[config.mk]
export PLATFORM = sky130hd
export DESIGN_NAME = uart_cmd_parser
export DESIGN_NICKNAME = d
export VERILOG_FILES = /design/src/rtl/uart_cmd_pkg.sv /design/src/rtl/uart_cmd_parser.sv
export SDC_FILE = /design/constraint.sdc
export NUM_CORES = 1
export LEC_CHECK = 0
export ABC_AREA = 0
export CAP_MARGIN = 20
export CORE_MARGIN = 10
export CORE_UTILIZATION = 55
export CTS_CLUSTER_DIAMETER = 120
export DETAILED_ROUTE_END_ITERATION = 12
export PLACE_DENSITY = 0.79
export SLEW_MARGIN = 20
export SYNTH_ARGS = -nofsm -noshare
export SYNTH_HDL_FRONTEND = slang
export SYNTH_SLANG_ARGS = --single-unit
export TNS_END_PERCENT = 10
[constraint.sdc]
create_clock -name clk_i -period 2.85 [get_ports clk_i]
set_clock_uncertainty 0.1 [all_clocks]
set_input_delay 0.57 -clock clk_i [delete_from_list [all_inputs] [get_ports clk_i]]
set_output_delay 0.57 -clock clk_i [all_outputs]
set_load 0.005 [all_outputs]
[src/rtl/uart_cmd_pkg.sv]
// uart_cmd_pkg: parse states, ASCII constants and hex helpers for uart_cmd_parser
package uart_cmd_pkg;
    typedef enum logic [2:0] {P_CMD, P_ARG, P_END_L, P_END_R, P_SKIP, P_RESP} p_state_t;
    typedef struct packed {
        logic       vld;
        logic [3:0] nib;
    } hex_t;
    localparam logic [7:0] CH_L  = 8'h4C;
    localparam logic [7:0] CH_R  = 8'h52;
    localparam logic [7:0] CH_K  = 8'h4B;
    localparam logic [7:0] CH_E  = 8'h45;
    localparam logic [7:0] CH_CR = 8'h0D;
    localparam logic [7:0] CH_LF = 8'h0A;
    function automatic hex_t hex2nib(input logic [7:0] c);
        hex_t r;
        r = '0;
        if (c >= 8'h30 && c <= 8'h39) r = '{vld: 1'b1, nib: c[3:0]};
        else if ((c >= 8'h41 && c <= 8'h46) || (c >= 8'h61 && c <= 8'h66))
            r = '{vld: 1'b1, nib: c[3:0] + 4'd9};
        return r;
    endfunction
    function automatic logic [7:0] nib2hex(input logic [3:0] n);
        return (n < 4'd10) ? 8'h30 + {4'h0, n} : 8'h37 + {4'h0, n};
    endfunction
endpackage

[src/rtl/uart_cmd_parser.sv]
// uart_cmd_parser: drains the RX FIFO, decodes "L<h>\r" / "R\r" frames,
// drives the LED register and writes one response byte per frame to the TX FIFO.
module uart_cmd_parser
    import uart_cmd_pkg::*;
#(
    parameter int DATA_WIDTH     = 8,
    parameter int TIMEOUT_CYCLES = 5_000_000
) (
    input  logic                  clk_i,
    input  logic                  rst_i,
    input  logic                  rx_empty_i,
    output logic                  rx_ren_o,
    input  logic [DATA_WIDTH-1:0] rx_data_i,
    input  logic                  tx_full_i,
    output logic                  tx_wen_o,
    output logic [DATA_WIDTH-1:0] tx_data_o,
    output logic [3:0]            led_o,
    output logic [7:0]            err_cnt_o
);
    localparam int TW = $clog2(TIMEOUT_CYCLES);

    p_state_t      state, next;
    logic          in_flight, byte_vld, timed, expire, err_inc, set_led, load_resp;
    logic [TW-1:0] cnt;
    logic [3:0]    nib;
    logic [7:0]    resp;
    hex_t          h;

    // a read is issued only when its byte can be consumed; data lands one cycle later
    assign byte_vld = in_flight;
    assign rx_ren_o = !rst_i && !rx_empty_i && !in_flight && state != P_RESP;
    assign tx_wen_o = !rst_i && state == P_RESP && !tx_full_i;
    assign timed    = state inside {P_ARG, P_END_L, P_END_R, P_SKIP};
    assign expire   = timed && !byte_vld && cnt == TW'(TIMEOUT_CYCLES - 1);
    assign h        = hex2nib(rx_data_i);
    assign resp     = state == P_END_L ? CH_K : state == P_END_R ? nib2hex(led_o) : CH_E;

    always_comb begin
        next    = state;
        err_inc = expire;
        set_led = 1'b0;
        if (expire) next = P_CMD;
        else if (byte_vld) begin
            case (state)
                P_CMD:   next = rx_data_i == CH_L ? P_ARG : rx_data_i == CH_R ? P_END_R :
                                (rx_data_i == CH_CR || rx_data_i == CH_LF) ? P_CMD : P_SKIP;
                P_ARG:   next = h.vld ? P_END_L : P_SKIP;
                P_END_L: begin
                    next    = rx_data_i == CH_CR ? P_RESP : P_SKIP;
                    set_led = rx_data_i == CH_CR;
                end
                P_END_R: next = rx_data_i == CH_CR ? P_RESP : P_SKIP;
                P_SKIP:  begin
                    next    = rx_data_i == CH_CR ? P_RESP : P_SKIP;
                    err_inc = rx_data_i == CH_CR;
                end
                default: next = state;
            endcase
        end
        if (tx_wen_o) next = P_CMD;
        load_resp = next == P_RESP && state != P_RESP;
    end

    always_ff @(posedge clk_i) begin
        if (rst_i) begin
            state     <= P_CMD;
            in_flight <= 1'b0;
            cnt       <= '0;
            nib       <= '0;
            led_o     <= '0;
            tx_data_o <= '0;
            err_cnt_o <= '0;
        end else begin
            state     <= next;
            in_flight <= rx_ren_o;
            cnt       <= (timed && !byte_vld && !expire) ? cnt + 1'b1 : '0;
            if (state == P_ARG && byte_vld) nib <= h.nib;
            if (set_led) led_o <= nib;
            if (load_resp) tx_data_o <= resp;
            if (err_inc && err_cnt_o != 8'hFF) err_cnt_o <= err_cnt_o + 8'd1;
        end
    end
endmodule

## After elaboration in Yosys (flattened, before gate mapping)

Cells that the tools add are included.

| storage, ports and cells | value |
|---|---|
| output and inout bits | 22 |
| logic and storage cells | 78 |
| flip-flop bits (word level) | 51 |
| bits of input ports | 12 |

| operators by class | value |
|---|---|
| add/sub/neg operators | 5 |
| order comparisons | 7 |
| eq/ne operators | 13 |
| muxes and demuxes | 20 |
| reductions and logical operators | 25 |
| bitwise operators | 1 |

Operators with widths:

| cell | count |
|---|---|
| adder 23 x 1 -> 23 bit, second input constant | 1 |
| == test 23 bit, second input constant | 1 |
| two-way mux 3 bit | 7 |
| two-way mux 7 bit | 3 |
| == test 8 x 4 -> 1 bit, second input constant | 2 |
| == test 8 x 7 -> 1 bit, second input constant | 2 |
| greater-or-equal comparator 8 x 7 -> 1 bit, second input constant | 2 |
| less-or-equal comparator 8 x 7 -> 1 bit, second input constant | 2 |
| adder 6 x 4 -> 7 bit, first input constant | 2 |
| logical AND 1 bit | 14 |
| two-way mux 5 bit | 2 |
| == test 3 bit, second input constant | 3 |
| one-hot mux 3 bit (3 select lines) | 1 |
| adder 8 x 1 -> 8 bit, second input constant | 1 |
| greater-or-equal comparator 8 x 6 -> 1 bit, second input constant | 1 |
| less-or-equal comparator 8 x 6 -> 1 bit, second input constant | 1 |
| inequality test 8 bit, second input constant | 1 |
| two-way mux 1 bit | 7 |
| == test 3 x 2 -> 1 bit, second input constant | 2 |
| zero test 1 bit | 5 |
| adder 4 bit, second input constant | 1 |
| less-than comparator 4 bit, second input constant | 1 |
| nonzero test 4 bit | 1 |
| == test 3 x 1 -> 1 bit, second input constant | 1 |
| other kinds (6) | 7 |

## Longest topological paths before layout

Gate-level depths: netlist of the first run.

| depth | value |
|---|---|
| depth in word-level cells | 12 |
| mapped depth | 8 |
| depth with buffers taken out | 8 |

## Least setup slack after synthesis of the first run

OpenSTA, ideal clock, no wires.

| path | value |
|---|---|
| kind | input -> register |
| start | input rx_data_i[1] |
| end | register tx_data_o[4] |
| setup slack | 0.294 ns |
| stages on the path | 8 |
| setup time | 0.123 ns |
| required time | 2.627 ns |
| buffers on the path | 0 |
| arrival | 2.333 ns |
| cells stage by stage | inv_1 > ha_1 > o21bai_1 > a2111oi_1 > or3_1 > a311oi_4 > nand2_4 > mux2_1 |

| between the ends | value |
|---|---|
| longest elaborated chain between the ends | 12 |
| elaborated cells between the ends (all ways) | 28 |
| those cells by class | 6 x order compare; 5 x eq/ne; 11 x mux; 6 x reduce/logical |

RTL lines:

| element | line | source |
|---|---|---|
| from (decl) | uart_cmd_parser.sv:13 | `input logic [DATA_WIDTH-1:0] rx_data_i,` |
| greater-or-equal comparator 8 x 7 -> 1 bit or less-or-equal comparator 8 x 7 -> 1 bit (tied branches) | uart_cmd_pkg.sv:18 | `else if ((c >= 8'h41 && c <= 8'h46) \|\| (c >= 8'h61 && c <= 8'h66))` |
| logical AND 1 bit | uart_cmd_pkg.sv:18 |  |
| logical OR 1 bit | uart_cmd_pkg.sv:18 |  |
| two-way mux 5 bit | uart_cmd_pkg.sv:18 |  |
| two-way mux 5 bit | uart_cmd_pkg.sv:17 | `if (c >= 8'h30 && c <= 8'h39) r = '{vld: 1'b1, nib: c[3:0]};` |
| two-way mux 3 bit | uart_cmd_parser.sv:47 | `P_ARG: next = h.vld ? P_END_L : P_SKIP;` |
| one-hot mux 3 bit (3 select lines) * | uart_cmd_parser.sv:44 | `case (state)` |
| two-way mux 3 bit * | uart_cmd_parser.sv:43 | `else if (byte_vld) begin` |
| two-way mux 3 bit * | uart_cmd_parser.sv:42 | `if (expire) next = P_CMD;` |
| two-way mux 3 bit * | uart_cmd_parser.sv:60 | `if (tx_wen_o) next = P_CMD;` |
| == test 3 bit * | uart_cmd_parser.sv:61 | `load_resp = next == P_RESP && state != P_RESP;` |
| logical AND 1 bit * | uart_cmd_parser.sv:61 |  |
| to (signal assigned) | uart_cmd_parser.sv:79 | `if (load_resp) tx_data_o <= resp;` |
| to (decl) | uart_cmd_parser.sv:16 | `output logic [DATA_WIDTH-1:0] tx_data_o,` |

Every way passes the cells marked *; elsewhere a longest branch is shown, timed or not.
A chain may end at the register's enable or synchronous reset.

## Worst setup path after layout of the first run

| path | value |
|---|---|
| start | input rx_data_i[0] |
| end | register tx_data_o[6] |

Same word-level chain as after synthesis.

==> out/qor.txt, run 1 <==
Num rows: 25
Clk_lat worst skew: 0.30 ns
DR vias: 2299
CP max-delay cell: clkdlybuf4s50_1
Antenna Cells: 0
CP startpoint kind: input port
Total gr overflow: 0
Placed Cells: 401
R2R cell count: 7
Busiest grt layer: met2
Psw: 0.294 mW
Detailed Route Iter0 Violations: 118
Top_reg_cell synth: dfxtp_1
Ys async rst share: 0
ANT nets after route: 0
Critical path origin: rx_data_i[0]
Per-cell routed wire length: 14.5 um
Cell Chain, Critical Path: clkdlybuf4s50_1 > inv_1 > ha_1 > o21bai_1 > a2111oi_2 > or3_4 > a311oi_4 > buf_4 > nand2_4 > mux2_1
Fin. Hold Viols: 0
Comb pwr share: 0.072
Violated checks: setup timing
P&R area growth vs syn: 25.1%
Clock tree buffer depth: 2
Share of cells above drive strength 1: 0.138
CTS buffer count: 5
Warnings from Yosys: 0
Max_cap viols: 0
Crit end category: flop
Synthesized area: 2650 um^2
Pint: 1.04 mW
Die area: 8000 um^2
Worst setup margin: -0.0195 ns
Cts-stage hold buffer count: 0
CP arrival: 2.96 ns
Number of distinct library cells after synthesis: 57
Port Buf Inserts: 32
Final Non-Filler Cells: 410
Switching share of power: 0.221
Number of register bits inferred by synthesis: 50
Critical path destination: tx_data_o[6]
Initial antenna violation count: 0
CTS tree: done
Vias in the first global route: 2126
Status: complete, but fails checks
Slew margin rel.: 0.521
Dpl hpwl: 4370 um
Mapped Cells: 301
Pwr dens: 402 nW/um^2
Achievable Freq: 348 MHz
Critical Path Max Stage Delay: 0.51 ns
Worst setup path category: input port to flop
Drt pass-1 iters: 4
Final setup vio count: 1
Final #Nets: 374
Syn avg cell area: 8.81 um^2
Worst reg2reg setup slack: 0.39 ns
Number of flops mapped to enable cells by yosys: 0
Global-route track usage on met3: 0.0365
Clock power share: 0.399
Die Height: 89.4 um
First-pass GRT wire length: 9850 um
Initial Utilization: 0.565
Worst IR drop on VDD: 0.000334 V
Worst EP required: 2.94 ns
Clk sink count: 50
Worst R2R End: tx_data_o[6]
Crit Path Max Fanout: 3
Io pins: 34
RSZ-0062 raised after global routing: yes
Seq pwr share: 0.529
Met2 usage in global routing: 0.246
Clock slew at reported path FFs: 0.10 ns
Tightest Hold Check Type: flop to flop
Routing usage on met1: 0.197
Max Slew Vio Count: 0
Post-synthesis net count: 320
Via-to-Cell Ratio: 5.61
Crit path time final: 2.87 ns
Core area: 4690 um^2
FF-to-FF Start: cnt[10]
Design Power: 1.33 mW
Sequential cell area fraction in the yosys report: 0.378
GRT Overall Usage: 0.153
RD Place Congestion: 0.837
Largest net degree at the start of global routing: 32
Number of H-tree levels: 2
Chip Width: 89.4 um
Period utilization: 1.01
CTS root buffer: clkbuf_8
Residual DRC count: 0
Lkg Pwr: 1.17 nW
Routed WL: 5940 um
Worst slew pin tran: 0.712 ns
-- what timing repair did --
| item | CTS | global route |
|---|---|---|
| resized for setup | 1 | 5 |
| hold endpoints to repair | 0 | 0 |
| setup buffers | 0 | 1 |
| endpoints found under the setup margin | 1 | 5 |
| pin swaps | 0 | 3 |
| cloned | 0 | 0 |
-- critical path, delay by kind of cell --
kind                     cells  cell delay, ns
buffers and inverters        3            0.75
AO/OA/AOI/OAI                3            0.62
AND/OR/NAND/NOR              2            0.45
multiplexers                 1            0.33
adder cells (fa/ha/maj)      1            0.23
-- area by class of cell --
type,count,area (um^2)
fill,396,1380
sequential,50,1000
timing repair buffer,58,515
inverter,10,37.5
clock buffer,6,82.6
multi-input combinational,230,1570
clock inverter,2,38.8
tap,54,67.6
-- worst min path at each step --
| stage | startpoint | endpoint | slack (ns) | cells after the start |
|---|---|---|---|---|
| 2_1_floorplan | cnt[0] | cnt[0] | 0.33 | 1 |
| 3_3_place_gp | cnt[0] | cnt[0] | 0.34 | 1 |
| 3_5_place_dp | cnt[0] | cnt[0] | 0.36 | 1 |
| 4_1_cts | cnt[0] | cnt[0] | 0.38 | 1 |
| 5_1_grt | tx_data_o[1] | tx_data_o[1] | 0.41 | 2 |
| 6_report | cnt[0] | cnt[0] | 0.37 | 1 |
-- metal layers --
layer  wire length, um  share of wire
met1              2870           0.48
met5                 0              0
met4                68          0.011
met2              2720           0.46
met3               274          0.046
-- flip-flops by register name (all words and copies together), names as in the netlist --
signal     flops
cnt           23
err_cnt_o      8
tx_data_o      7
led_o          4
nib            4
state          3
byte_vld       1
-- kinds of logic after synthesis --
kind of cell | share of synthesized area
DFF | 0.378
other | 0.00141
muxes | 0.0429
and+or+nand+nor | 0.301
xor gates and xnor gates | 0.0958
buffers and inverters | 0.0392
adders and majority gates | 0.0330
AOI/OAI and AO/OA | 0.109
-- cells in the final DEF, fill, tap and decap left out, types with 2 or more instances in the layout --
cell             Yosys  final
and3_1               4      4
nand2_1             18     18
a22oi_1              2      2
nand3_1             11     11
a311oi_1             2      2
or4b_1               3      3
nor3b_1              4      3
dfxtp_1             50     50
a21oi_1              8      8
mux2i_1              8      8
a31oi_1              3      3
nand4_1             10     10
clkbuf_8             0      6
xor2_1              16     16
nor3_1               4      4
clkdlybuf4s50_1      0     32
nor3_4               2      2
inv_1               10     10
nand2b_1             6      6
xnor2_1             13     13
nor4_1               5      5
a211o_1              2      2
ha_1                 7      7
or3_1                5      4
mux2_1               2      2
nor2b_1              7      6
buf_4                2     26
and2_1               4      3
a211oi_1             3      3
o21ai_0              3      3
and4_1               2      2
or4_1                2      2
a41oi_1              3      2
nor2_1              50     50
-- power by group through the flow --
| stage | logic [mW] | clock network, mW | registers, mW |
|---|---|---|---|
| 6_report | 0.0958 | 0.531 | 0.705 |
| 3_5_place_dp | 0.0902 | 0 | 0.721 |
| 4_1_cts | 0.0913 | 0.541 | 0.705 |
| 2_1_floorplan | 0.0495 | 0 | 0.719 |
| 5_1_grt | 0.104 | 0.572 | 0.706 |
| 3_3_place_gp | 0.0885 | 0 | 0.721 |
-- Yosys cell counts (all sizes together) (5+ instances only) --
cell type | n | area share
nand3 | 11 | 0.021
mux2i | 8 | 0.030
xnor2 | 13 | 0.043
nand4 | 10 | 0.024
nor4 | 5 | 0.012
nor3 | 6 | 0.020
o21ai | 5 | 0.014
xor2 | 16 | 0.053
dfxtp | 50 | 0.38
nand2b | 6 | 0.014
ha | 7 | 0.033
nor2b | 7 | 0.017
nand2 | 19 | 0.030
or3 | 5 | 0.012
buf | 7 | 0.019
nor2 | 50 | 0.071
a21oi | 8 | 0.015
inv | 10 | 0.014
-- per-stage QoR --
step	hold WS [ns]	TNS (ns)	util	setup WS [ns]	instance area (um^2)
floorplan	0.326	0	-	0.294	2650
global placement	0.337	-0.919	0.674	-0.165	3160
detailed placement	0.356	-1.45	0.674	-0.257	3160
CTS	0.378	0	0.700	0.00397	3280
global route	0.412	-0.266	0.707	-0.0832	3320
finish	0.368	-0.0195	0.707	-0.0195	3320
Note: power is estimated with default switching activity, not from simulation.
==> run 2: changes to the inputs <==
--- a/config.mk
+++ b/config.mk
@@ -9,7 +9,7 @@
 export CAP_MARGIN = 20
 export CORE_MARGIN = 10
 export CORE_UTILIZATION = 55
-export CTS_CLUSTER_DIAMETER = 120
+export CTS_CLUSTER_DIAMETER = 80
 export DETAILED_ROUTE_END_ITERATION = 12
 export PLACE_DENSITY = 0.79
 export SLEW_MARGIN = 20
==> results of run 2 <==
Final layout, timing and power as in run 1 (identical DEF).
